`src/rtl/spi_reg_bridge_mc_if.sv`:
```
// SPI pins plus the TinyQV-style peripheral bus that the bridge drives.
interface spi_reg_bridge_mc_if #(
  parameter int ADDR_W  = 6,
  parameter int REG_W   = 32,
  parameter int N_SLOTS = 4
);
  logic                     spi_cs_n;
  logic                     spi_clk;
  logic                     spi_mosi;
  logic                     spi_miso;
  logic [N_SLOTS-1:0]       slot_sel;
  logic [ADDR_W-1:0]        address;
  logic [REG_W-1:0]         data_in;
  logic [1:0]               data_write_n;
  logic [1:0]               data_read_n;
  logic [N_SLOTS*REG_W-1:0] data_out;
  logic [N_SLOTS-1:0]       data_ready;
  logic                     busy;
  logic                     err;

  modport slave (
    input  spi_cs_n, spi_clk, spi_mosi, data_out, data_ready,
    output spi_miso, slot_sel, address, data_in, data_write_n, data_read_n, busy, err
  );

  modport master (
    output spi_cs_n, spi_clk, spi_mosi, data_out, data_ready,
    input  spi_miso, slot_sel, address, data_in, data_write_n, data_read_n, busy, err
  );
endinterface

```
`src/rtl/spi_reg_bridge_mc.sv`:
```
// SPI-slave command decoder driving a multi-slot register bus: slot select,
// sized writes, reads with a ready timeout, and a sticky error flag.
module spi_reg_bridge_mc #(
  parameter int ADDR_W  = 6,
  parameter int REG_W   = 32,
  parameter int N_SLOTS = 4,
  parameter int TIMEOUT = 255
) (
  input  logic               clk,
  input  logic               rst_n,
  spi_reg_bridge_mc_if.slave bus
);
  localparam int SLOT_W  = (N_SLOTS > 1) ? $clog2(N_SLOTS) : 1;
  localparam int HDR_LEN = 3 + SLOT_W + ADDR_W;
  localparam int TCNT_W  = $clog2(TIMEOUT + 1);
  localparam logic [N_SLOTS-1:0] SEL_ONE = N_SLOTS'(1);

  typedef enum logic [2:0] {
    S_IDLE, S_HDR, S_WDATA, S_RWAIT, S_RDATA, S_DONE, S_DRAIN
  } state_t;

  state_t              r_state;
  logic                r_cs_q, r_sclk_q;
  logic [HDR_LEN-2:0]  r_hdr;
  logic [5:0]          r_bcnt;
  logic [1:0]          r_txn;
  logic [SLOT_W-1:0]   r_slot;
  logic [REG_W-2:0]    r_wdat;
  logic [REG_W-1:0]    r_rdat;
  logic [TCNT_W-1:0]   r_tcnt;
  logic                r_miso, r_busy, r_err;
  logic [N_SLOTS-1:0]  r_slot_sel;
  logic [ADDR_W-1:0]   r_addr;
  logic [REG_W-1:0]    r_data_in;
  logic [1:0]          r_wr_n, r_rd_n;

  logic                w_rise, w_fall, w_cs_fall;
  logic [HDR_LEN-1:0]  w_hdr;
  logic                w_hdr_rw, w_slot_ok, w_ready, w_wr_clr;
  logic [1:0]          w_hdr_txn;
  logic [SLOT_W-1:0]   w_hdr_slot;
  logic [ADDR_W-1:0]   w_hdr_addr;
  logic [REG_W-1:0]    w_wdat, w_sel_data, w_rd_latch;
  logic [5:0]          w_len;

  assign w_rise     = ~r_sclk_q &  bus.spi_clk & ~bus.spi_cs_n;
  assign w_fall     =  r_sclk_q & ~bus.spi_clk & ~bus.spi_cs_n;
  assign w_cs_fall  =  r_cs_q & ~bus.spi_cs_n;
  assign w_hdr      = {r_hdr, bus.spi_mosi};
  assign w_hdr_rw   = w_hdr[HDR_LEN-1];
  assign w_hdr_txn  = w_hdr[HDR_LEN-2 -: 2];
  assign w_hdr_slot = w_hdr[ADDR_W +: SLOT_W];
  assign w_hdr_addr = w_hdr[ADDR_W-1:0];
  assign w_slot_ok  = int'(w_hdr_slot) < N_SLOTS;
  assign w_wdat     = {r_wdat, bus.spi_mosi};
  assign w_sel_data = bus.data_out[int'(r_slot)*REG_W +: REG_W];
  assign w_ready    = bus.data_ready[r_slot];
  assign w_wr_clr   = (r_slot == '0) && (&r_addr);

  always_comb begin
    w_len = 6'd32;
    case (r_txn)
      2'b00:   w_len = 6'd8;
      2'b01:   w_len = 6'd16;
      default: w_len = 6'd32;
    endcase
  end

  // Read data is held MSB-aligned so the shifter always emits from the top bit.
  always_comb begin
    w_rd_latch = w_sel_data;
    case (r_txn)
      2'b00:   w_rd_latch = {w_sel_data[7:0],  {(REG_W-8){1'b0}}};
      2'b01:   w_rd_latch = {w_sel_data[15:0], {(REG_W-16){1'b0}}};
      default: w_rd_latch = w_sel_data;
    endcase
  end

  always_ff @(posedge clk or negedge rst_n) begin
    if (!rst_n) begin
      r_state    <= S_IDLE;
      r_cs_q     <= 1'b1;
      r_sclk_q   <= 1'b0;
      r_hdr      <= '0;
      r_bcnt     <= '0;
      r_txn      <= '0;
      r_slot     <= '0;
      r_wdat     <= '0;
      r_rdat     <= '0;
      r_tcnt     <= '0;
      r_miso     <= 1'b0;
      r_busy     <= 1'b0;
      r_err      <= 1'b0;
      r_slot_sel <= '0;
      r_addr     <= '0;
      r_data_in  <= '0;
      r_wr_n     <= 2'b11;
      r_rd_n     <= 2'b11;
    end else begin
      r_cs_q   <= bus.spi_cs_n;
      r_sclk_q <= bus.spi_clk;
      if (r_state != S_IDLE && bus.spi_cs_n) begin
        // Frame ended or aborted: drop any pending strobe or read.
        r_state    <= S_IDLE;
        r_busy     <= 1'b0;
        r_miso     <= 1'b0;
        r_wr_n     <= 2'b11;
        r_rd_n     <= 2'b11;
        r_slot_sel <= '0;
      end else begin
        case (r_state)
          S_IDLE: if (w_cs_fall) begin
            r_state <= S_HDR;
            r_busy  <= 1'b1;
            r_bcnt  <= '0;
            r_hdr   <= '0;
          end
          S_HDR: if (w_rise) begin
            r_hdr  <= w_hdr[HDR_LEN-2:0];
            r_bcnt <= r_bcnt + 6'd1;
            if (r_bcnt == 6'(HDR_LEN-1)) begin
              r_bcnt <= '0;
              r_txn  <= w_hdr_txn;
              r_slot <= w_hdr_slot;
              r_addr <= w_hdr_addr;
              r_wdat <= '0;
              r_tcnt <= '0;
              if (w_hdr_txn == 2'b11 || !w_slot_ok) begin
                r_err   <= 1'b1;
                r_state <= S_DRAIN;
              end else if (w_hdr_rw) begin
                r_state <= S_WDATA;
              end else begin
                r_state    <= S_RWAIT;
                r_rd_n     <= w_hdr_txn;
                r_slot_sel <= SEL_ONE << w_hdr_slot;
              end
            end
          end
          S_WDATA: if (w_rise) begin
            r_wdat <= w_wdat[REG_W-2:0];
            r_bcnt <= r_bcnt + 6'd1;
            if (r_bcnt == w_len - 6'd1) begin
              r_data_in  <= w_wdat;
              r_wr_n     <= r_txn;
              r_slot_sel <= SEL_ONE << r_slot;
              r_state    <= S_DONE;
              if (w_wr_clr) r_err <= 1'b0;
            end
          end
          S_RWAIT: begin
            if (w_rise) r_bcnt <= r_bcnt + 6'd1;
            // Master reached the data phase before the peripheral answered.
            if (w_fall && r_bcnt >= 6'd8) begin
              r_err      <= 1'b1;
              r_rdat     <= '1;
              r_miso     <= 1'b1;
              r_rd_n     <= 2'b11;
              r_slot_sel <= '0;
              r_state    <= S_RDATA;
            end else if (w_ready) begin
              r_rdat     <= w_rd_latch;
              r_rd_n     <= 2'b11;
              r_slot_sel <= '0;
              r_state    <= S_RDATA;
            end else if (r_tcnt == TCNT_W'(TIMEOUT-1)) begin
              r_rdat     <= '1;
              r_err      <= 1'b1;
              r_rd_n     <= 2'b11;
              r_slot_sel <= '0;
              r_state    <= S_RDATA;
            end else begin
              r_tcnt <= r_tcnt + 1'b1;
            end
          end
          S_RDATA: begin
            if (w_rise) begin
              if (r_bcnt == w_len + 6'd7) begin
                r_state <= S_DONE;
                r_miso  <= 1'b0;
              end else begin
                r_bcnt <= r_bcnt + 6'd1;
              end
            end
            if (w_fall && r_bcnt >= 6'd8) begin
              r_miso <= r_rdat[REG_W-1];
              r_rdat <= {r_rdat[REG_W-2:0], 1'b0};
            end
          end
          S_DONE: begin
            r_wr_n     <= 2'b11;
            r_slot_sel <= '0;
            r_miso     <= 1'b0;
          end
          S_DRAIN: r_miso <= 1'b0;
          default: r_state <= S_IDLE;
        endcase
      end
    end
  end

  assign bus.spi_miso     = r_miso;
  assign bus.slot_sel     = r_slot_sel;
  assign bus.address      = r_addr;
  assign bus.data_in      = r_data_in;
  assign bus.data_write_n = r_wr_n;
  assign bus.data_read_n  = r_rd_n;
  assign bus.busy         = r_busy;
  assign bus.err          = r_err;
endmodule

```
`src/flat_wrapper.sv`:
```
// flat-port wrapper written by rule: the top's interface ports become plain ports
module spi_reg_bridge_mc_flat 
#(
  parameter int ADDR_W  = 6,
  parameter int REG_W   = 32,
  parameter int N_SLOTS = 4,
  parameter int TIMEOUT = 255
)
  (clk, rst_n, bus_spi_cs_n, bus_spi_clk, bus_spi_mosi, bus_data_out, bus_data_ready, bus_spi_miso, bus_slot_sel, bus_address, bus_data_in, bus_data_write_n, bus_data_read_n, bus_busy, bus_err);
  spi_reg_bridge_mc_if #(.ADDR_W(ADDR_W), .REG_W(REG_W), .N_SLOTS(N_SLOTS)) bus_i ();
  input  logic clk;
  input  logic rst_n;
  input wire logic [$bits(bus_i.spi_cs_n)-1:0] bus_spi_cs_n;
  input wire logic [$bits(bus_i.spi_clk)-1:0] bus_spi_clk;
  input wire logic [$bits(bus_i.spi_mosi)-1:0] bus_spi_mosi;
  input wire logic [$bits(bus_i.data_out)-1:0] bus_data_out;
  input wire logic [$bits(bus_i.data_ready)-1:0] bus_data_ready;
  output wire logic [$bits(bus_i.spi_miso)-1:0] bus_spi_miso;
  output wire logic [$bits(bus_i.slot_sel)-1:0] bus_slot_sel;
  output wire logic [$bits(bus_i.address)-1:0] bus_address;
  output wire logic [$bits(bus_i.data_in)-1:0] bus_data_in;
  output wire logic [$bits(bus_i.data_write_n)-1:0] bus_data_write_n;
  output wire logic [$bits(bus_i.data_read_n)-1:0] bus_data_read_n;
  output wire logic [$bits(bus_i.busy)-1:0] bus_busy;
  output wire logic [$bits(bus_i.err)-1:0] bus_err;
  assign bus_i.spi_cs_n = bus_spi_cs_n;
  assign bus_i.spi_clk = bus_spi_clk;
  assign bus_i.spi_mosi = bus_spi_mosi;
  assign bus_i.data_out = bus_data_out;
  assign bus_i.data_ready = bus_data_ready;
  assign bus_spi_miso = bus_i.spi_miso;
  assign bus_slot_sel = bus_i.slot_sel;
  assign bus_address = bus_i.address;
  assign bus_data_in = bus_i.data_in;
  assign bus_data_write_n = bus_i.data_write_n;
  assign bus_data_read_n = bus_i.data_read_n;
  assign bus_busy = bus_i.busy;
  assign bus_err = bus_i.err;
  spi_reg_bridge_mc #(.ADDR_W(ADDR_W), .REG_W(REG_W), .N_SLOTS(N_SLOTS), .TIMEOUT(TIMEOUT)) u_core (.clk(clk), .rst_n(rst_n), .bus(bus_i));
endmodule
```
`config.mk`:
```
export PLATFORM = sky130hd
export DESIGN_NAME = spi_reg_bridge_mc_flat
export DESIGN_NICKNAME = d
export VERILOG_FILES = /design/src/rtl/spi_reg_bridge_mc_if.sv /design/src/rtl/spi_reg_bridge_mc.sv /design/src/flat_wrapper.sv
export SDC_FILE = /design/constraint.sdc
export NUM_CORES = 1
export LEC_CHECK = 0
export BUFFER_PORTS_ARGS = -buffer_cell sky130_fd_sc_hd__buf_2
export CORE_UTILIZATION = 46
export CTS_BUF_LIST = sky130_fd_sc_hd__clkbuf_16
export CTS_CLUSTER_DIAMETER = 200
export CTS_CLUSTER_SIZE = 16
export DETAILED_ROUTE_END_ITERATION = 6
export GPL_TIMING_DRIVEN = 0
export PLACE_DENSITY = 0.7
export SLEW_MARGIN = 5
export SYNTH_ARGS = -nofsm -noshare
export SYNTH_HDL_FRONTEND = slang
export SYNTH_SLANG_ARGS = --single-unit
```
`constraint.sdc`:
```
create_clock -name clk -period 4.3 [get_ports clk]
set_input_delay 0.43 -clock clk [delete_from_list [all_inputs] [get_ports clk]]
set_output_delay 0.43 -clock clk [all_outputs]
set_load 0.01 [all_outputs]
```
# Yosys cells after proc, flatten, opt, wreduce, memory -nomap -nowiden
# Index checks and enable logic that the tools add are counted.
# op_classes
n_eq_ne,43
n_mux,86
add_sub_neg,4
order_cmp,2
shifts,3
n_reduce_logical,36
bitwise_logic,9
# ops
operator,count
$mux W32,4
$pmux W32 S2,2
$shiftx A128 B8 Y32,1
$mux W31,3
$pmux W31 S2,1
$mux W4,10
$mux W8,5
$mux W3,12
$mux W6,6
$ne A3 B1 Y1 const B,9
$pmux W6 S4,1
$mux W2,11
$ne A2 B1 Y1 const B,11
$mux W10,2
$pmux W10 S2,1
$reduce_and A4 Y1,5
$mux W1,19
$pmux W3 S6,1
$pmux W4 S4,1
$pmux W8 S2,1
$reduce_and A7 Y1,2
$eq A6 B6 Y1,2
$ne A4 B1 Y1 const B,3
$pmux W6 S2,1
38 further kinds,69
# word_totals
output_inout_bits,49
regBits,145
inputBits,137
word_cells,201

# Logic depth before layout (Yosys ltp)
# logic_depth
word_depth,9
depth_mapped,11
mapped_depth_nobuf,7

# Worst setup path after synthesis
# Ideal clock, no wire load.
# synth_path
kind,register -> register
start,register u_core.r_txn[1]
end,"register u_core.r_data_in[0], in the netlist u_core.bus.data_in[0]"
t_arrival_ps,2850
path_buffers,5
stages_incl_launch_ff,12
period_less_slack_ps,2975
required_time_ps,4175
setup_ps,125
slack_ps,1325
cell_sequence,dfrtp_1 clkbuf_1 clkbuf_1 clkbuf_1 or2_2 ha_1 clkbuf_1 xnor3_1 o2111ai_1 nor3_2 buf_4 mux2_2
# synth_between
elab_chain_len,5
elab_cells_between_ends,6
cone_classes,1 x add/sub; 2 x eq/ne; 1 x mux; 2 x reduce/logical
# synth_lines
element,line,text
from (decl),spi_reg_bridge_mc.sv:26,logic [1:0] r_txn;
from (signal assigned),spi_reg_bridge_mc.sv:123,r_txn <= w_hdr_txn;
$eq A2 B1 Y1 / $logic_not A2 Y1 (equally long branches),spi_reg_bridge_mc.sv:62,case (r_txn)
$pmux W6 S2 *,spi_reg_bridge_mc.sv:62,
$sub A6 B1 Y6 *,spi_reg_bridge_mc.sv:143,if (r_bcnt == w_len - 6'd1) begin
$eq A6 B6 Y1 *,spi_reg_bridge_mc.sv:143,
$reduce_and A4 Y1 (no source line) *,n/a,
to (signal assigned),spi_reg_bridge_mc.sv:144,r_data_in <= w_wdat;
to (decl),spi_reg_bridge_mc.sv:34,logic [REG_W-1:0] r_data_in;
# Every way passes the cells marked *; elsewhere a longest branch is shown, timed or not.
# A chain may end at the register's enable or synchronous reset.

# Worst setup path in the final report
# layout_path
start,register u_core.r_txn[1]
end,"register u_core.r_slot_sel[1], in the netlist u_core.bus.slot_sel[1]"
# layout_between
elab_chain_len,6
elab_cells_between_ends,7
cone_classes,1 x add/sub; 3 x eq/ne; 1 x mux; 2 x reduce/logical
# layout_lines
element,line,text
$eq A2 B1 Y1 / $logic_not A2 Y1 (equally long branches),spi_reg_bridge_mc.sv:62,
$pmux W6 S2 *,spi_reg_bridge_mc.sv:62,
$sub A6 B1 Y6 *,spi_reg_bridge_mc.sv:143,
$eq A6 B6 Y1 *,spi_reg_bridge_mc.sv:143,
$ne A3 B1 Y1 (no source line) *,n/a,
$reduce_and A8 Y1 (no source line) *,n/a,
to (signal assigned),spi_reg_bridge_mc.sv:136,r_slot_sel <= SEL_ONE << w_hdr_slot;
to (signal assigned),spi_reg_bridge_mc.sv:146,r_slot_sel <= SEL_ONE << r_slot;
to (decl),spi_reg_bridge_mc.sv:32,logic [N_SLOTS-1:0] r_slot_sel;
# Marks and branches as above.

==> flow_metrics.py <==
metrics = {
    "clock_network": {
        "cts_made_buffers": 17,
        "hold_buffers": 0,
        "worstSkewPairLatency_ns": 0.43,
        "cts_buffer_depth": 2,
        "cts_root_buffer": "clkbuf_16",
        "postCtsResizedCells": 0,
        "clock_sinks": 145,
        "cts_tree": "yes",
        "clk_pin_slew_ns": 0.06,
        "post_cts_buffers": 0,
        "htree_levels": 4,
    },
    "setup_path": {
        "startpoint": "u_core.r_txn[1]$_DFFE_PN0P_",
        "worstPathMaxFanout": 10,
        "critPathLaunchType": "register",
        "crit_arrival_ns": 4.11,
        "path_cells": "clkbuf_1 > clkbuf_1 > clkbuf_1 > or2_2 > ha_1 > clkbuf_1 > xnor3_1 > o2111ai_1 > a31oi_1 > o2111ai_2 > mux2i_1",
        "critical_path_buf_inv_count": 4,
        "end_kind": "register",
        "crit_top_cell": "clkbuf_1",
        "slowest_stage": "a31oi_1",
        "crit_type": "register to register",
        "timing.rr.start": "u_core.r_txn[1]$_DFFE_PN0P_",
        "critical-path-max-stage-delay_ns": 0.58,
        "cpLargestDelayFamily": "buffers and inverters",
        "worstPathRequired_ns": 4.59,
    },
    "route": {
        "vias": 7031,
        "vias_per_cell": 5.83,
        "drt-initial-drc-count": 562,
        "dr.pass1.iters": 5,
        "avgRoutedWirePerCell_um": 19.1,
        "remaining_drc_errors": 0,
        "ant_nets": 0,
        "wl_um": 23000,
    },
    "pwr": {
        "intPower_uw": 3020,
        "total_power_uw": 4630,
        "p_switching_uw": 1610,
        "power_frac_comb": 0.305,
        "clkPwrFrac": 0.312,
        "swShare": 0.347,
        "seqPwrFrac": 0.382,
        "p_leak_uw": 0.00463,
        "pwr_density_cell_nw_per_um2": 472,
        "ir_drop_mv": 0.311,
    },
    "sta": {
        "worst_pin_slew_ns": 0.930,
        "hold_viol_final": 0,
        "period_share": 0.889,
        "setup_viol": 0,
        "rsz0062_at_grt": "false",
        "tns_ns": 0,
        "whs_ns": 0.0979,
        "slew_headroom": 0.380,
        "slew_violations": 0,
        "post-route-min-period_ns": 3.82,
        "fmax_mhz": 261,
        "fin_skew_ns": 0.0126,
    },
    "yosys": {
        "yosysUniqueCellTypes": 75,
        "synth_cells": 767,
        "async_reset_ff_frac": 1.00,
        "synthFlopType": "dfrtp_1",
        "synth_top_area_frac": 0.438,
        "syn_nets": 910,
        "synth.area.top_cells": "dfrtp_1, mux4_2, nand2_1",
        "synth_top_area_cell": "dfrtp_1",
        "ys_ff_latch": 145,
        "synth_edf_count": 0,
        "ys.warnings.count": 0,
        "ys_seq_area_frac": 0.455,
        "syn-cell-area_um2": 7990,
        "synth_area_per_cell_um2": 10.4,
    },
    "global_routing": {
        "grt_pass1_vias": 6650,
        "grt_pass1_wl_um": 35800,
        "grt_antenna_before_repair": 0,
        "grt_usage": 0.261,
        "grt_max_degree": 94,
        "gr-total-overflow": 0,
    },
    "layout": {
        "n_antenna_cell": 0,
        "regArea_um2": 3630,
        "multi_input_area_um2": 4000,
        "drive_above_1_share": 0.337,
        "n_fill_cell": 1451,
        "utilization": 0.585,
        "final_net_count": 1115,
        "area_growth_pct": 22.6,
    },
    "floorplan": {
        "die_h_um": 134,
        "rows": 47,
        "ios": 186,
        "core-area_um2": 16800,
        "initial_core_util": 0.477,
        "die_width_um": 134,
        "fp.dieArea_um2": 17900,
    },
    "worst_hold_path": {
        "hp-class": "input pin to asynchronous set/reset pin",
    },
    "placed_design": {
        "port_buffers": 185,
        "gp_congestion": 0.892,
        "dp_hpwl_um": 16900,
    },
    "status": {
        "outcome": "finished clean",
    },
    "run": {
        "maxCapViolCount": 0,
    },
}
==> sequential cells by signal (all words and copies together) (netlist names) <==
signal,count
u_core.bus.address,6
u_core.bus.busy,1
u_core.bus.data_in,32
u_core.bus.data_read_n,2
u_core.bus.data_write_n,2
u_core.bus.err,1
u_core.bus.slot_sel,4
u_core.bus.spi_miso,1
u_core.r_bcnt,6
u_core.r_cs_q,1
u_core.r_hdr,10
u_core.r_rdat,32
u_core.r_sclk_q,1
u_core.r_slot,2
u_core.r_state,3
u_core.r_tcnt,8
u_core.r_txn,2
u_core.r_wdat,31
==> worst paths after layout <==
check | endpoint | slack [ns] | cells after the start
setup / recovery | u_core.bus.slot_sel[1]$_DFFE_PN0P_ | 0.48 | 11
setup reg to reg | u_core.bus.slot_sel[1]$_DFFE_PN0P_ | 0.48 | 11
min in group clk | u_core.r_cs_q$_DFF_PN1_ | 0.15 | 1
hold reg to reg | u_core.r_rdat[22]$_DFFE_PN0P_ | 0.48 | 2
hold / removal | u_core.r_wdat[2]$_DFFE_PN0P_ | 0.1 | 1
max in group asynchronous | u_core.r_rdat[8]$_DFFE_PN0P_ | 3.45 | 2
==> layout make-up <==
type,instances,area share
Clock buffer,17,0.0434
Multi-Input combinational cell,547,0.408
Timing Repair Buffer,186,0.0979
Clock inverter,15,0.0148
Tap cell,220,0.0281
Buffer,64,0.0323
Inverter,11,0.00421
Sequential cell,145,0.371
==> power groups by stage <==
stage	registers, µW	clock network (µW)	logic [µW]
floorplan	1760	0	988
global placement	1790	0	1360
detailed placement	1790	0	1390
CTS	1770	1470	1390
global route	1800	1520	1560
finish	1770	1450	1410
==> Yosys cell counts, types with 14 or more instances <==
master and count:
a21oi_1 24, nor2_1 42, o21ai_0 30, mux2i_1 14, o31ai_1 45, mux2_2 44, mux4_2 33, nand3_1 43
clkbuf_1 40, nand2_1 134, dfrtp_1 140
==> through the flow <==
step | worst slack, ns | instances | cell area [µm²]
4_1_cts | 0.526 | 1205 | 9800
6_report | 0.475 | 1205 | 9800
3_3_place_gp | 0.584 | 1172 | 9200
3_5_place_dp | 0.610 | 1173 | 9230
5_1_grt | 0.312 | 1205 | 9800
2_1_floorplan | 1.32 | 767 | 7990
==> per-layer routing <==
layer	GRT usage	up-vias	share of wire
met3	0.0824	35	0.094
met5	0	-	0
met4	0.0713	0	0.015
li1	-	3243	-
met1	0.372	3436	0.43
met2	0.382	317	0.46
==> layout by cell type, fill, tap and decap left out, drive strengths merged, types with 7 or more instances in the layout <==
cell type,count
a221oi,9
mux4,33
dfrtp,140
nand2,135
o21ai,38
inv,16
mux2,46
o22ai,8
mux2i,14
o31ai,45
a21oi,25
clkbuf,57
buf,210
clkinv,7
nand3,43
nor2,42
==> logic make-up (layout without fill, tap and decap cells) <==
group,count (synthesis),after routing,share of synthesized area
and+or+nand+nor,274,274,0.159
adders and majority gates,6,6,0.00939
DFF,145,145,0.455
AOI/OAI and AO/OA,171,171,0.152
buffers and inverters,75,293,0.0448
xor gates and xnor gates,3,3,0.00501
muxes,93,93,0.175
==> worst register-to-register path, delay by kind of cell (launching register included) <==
kind                     cells  cell delay (ns)
XOR/XNOR                     1             0.21
flip-flops                   1             0.32
AO/OA/AOI/OAI                3             1.24
multiplexers                 1             0.20
adder cells (fa/ha/maj)      1             0.13
buffers and inverters        4             1.40
AND/OR/NAND/NOR              1             0.19
Note: power is estimated with default switching activity, not from simulation.
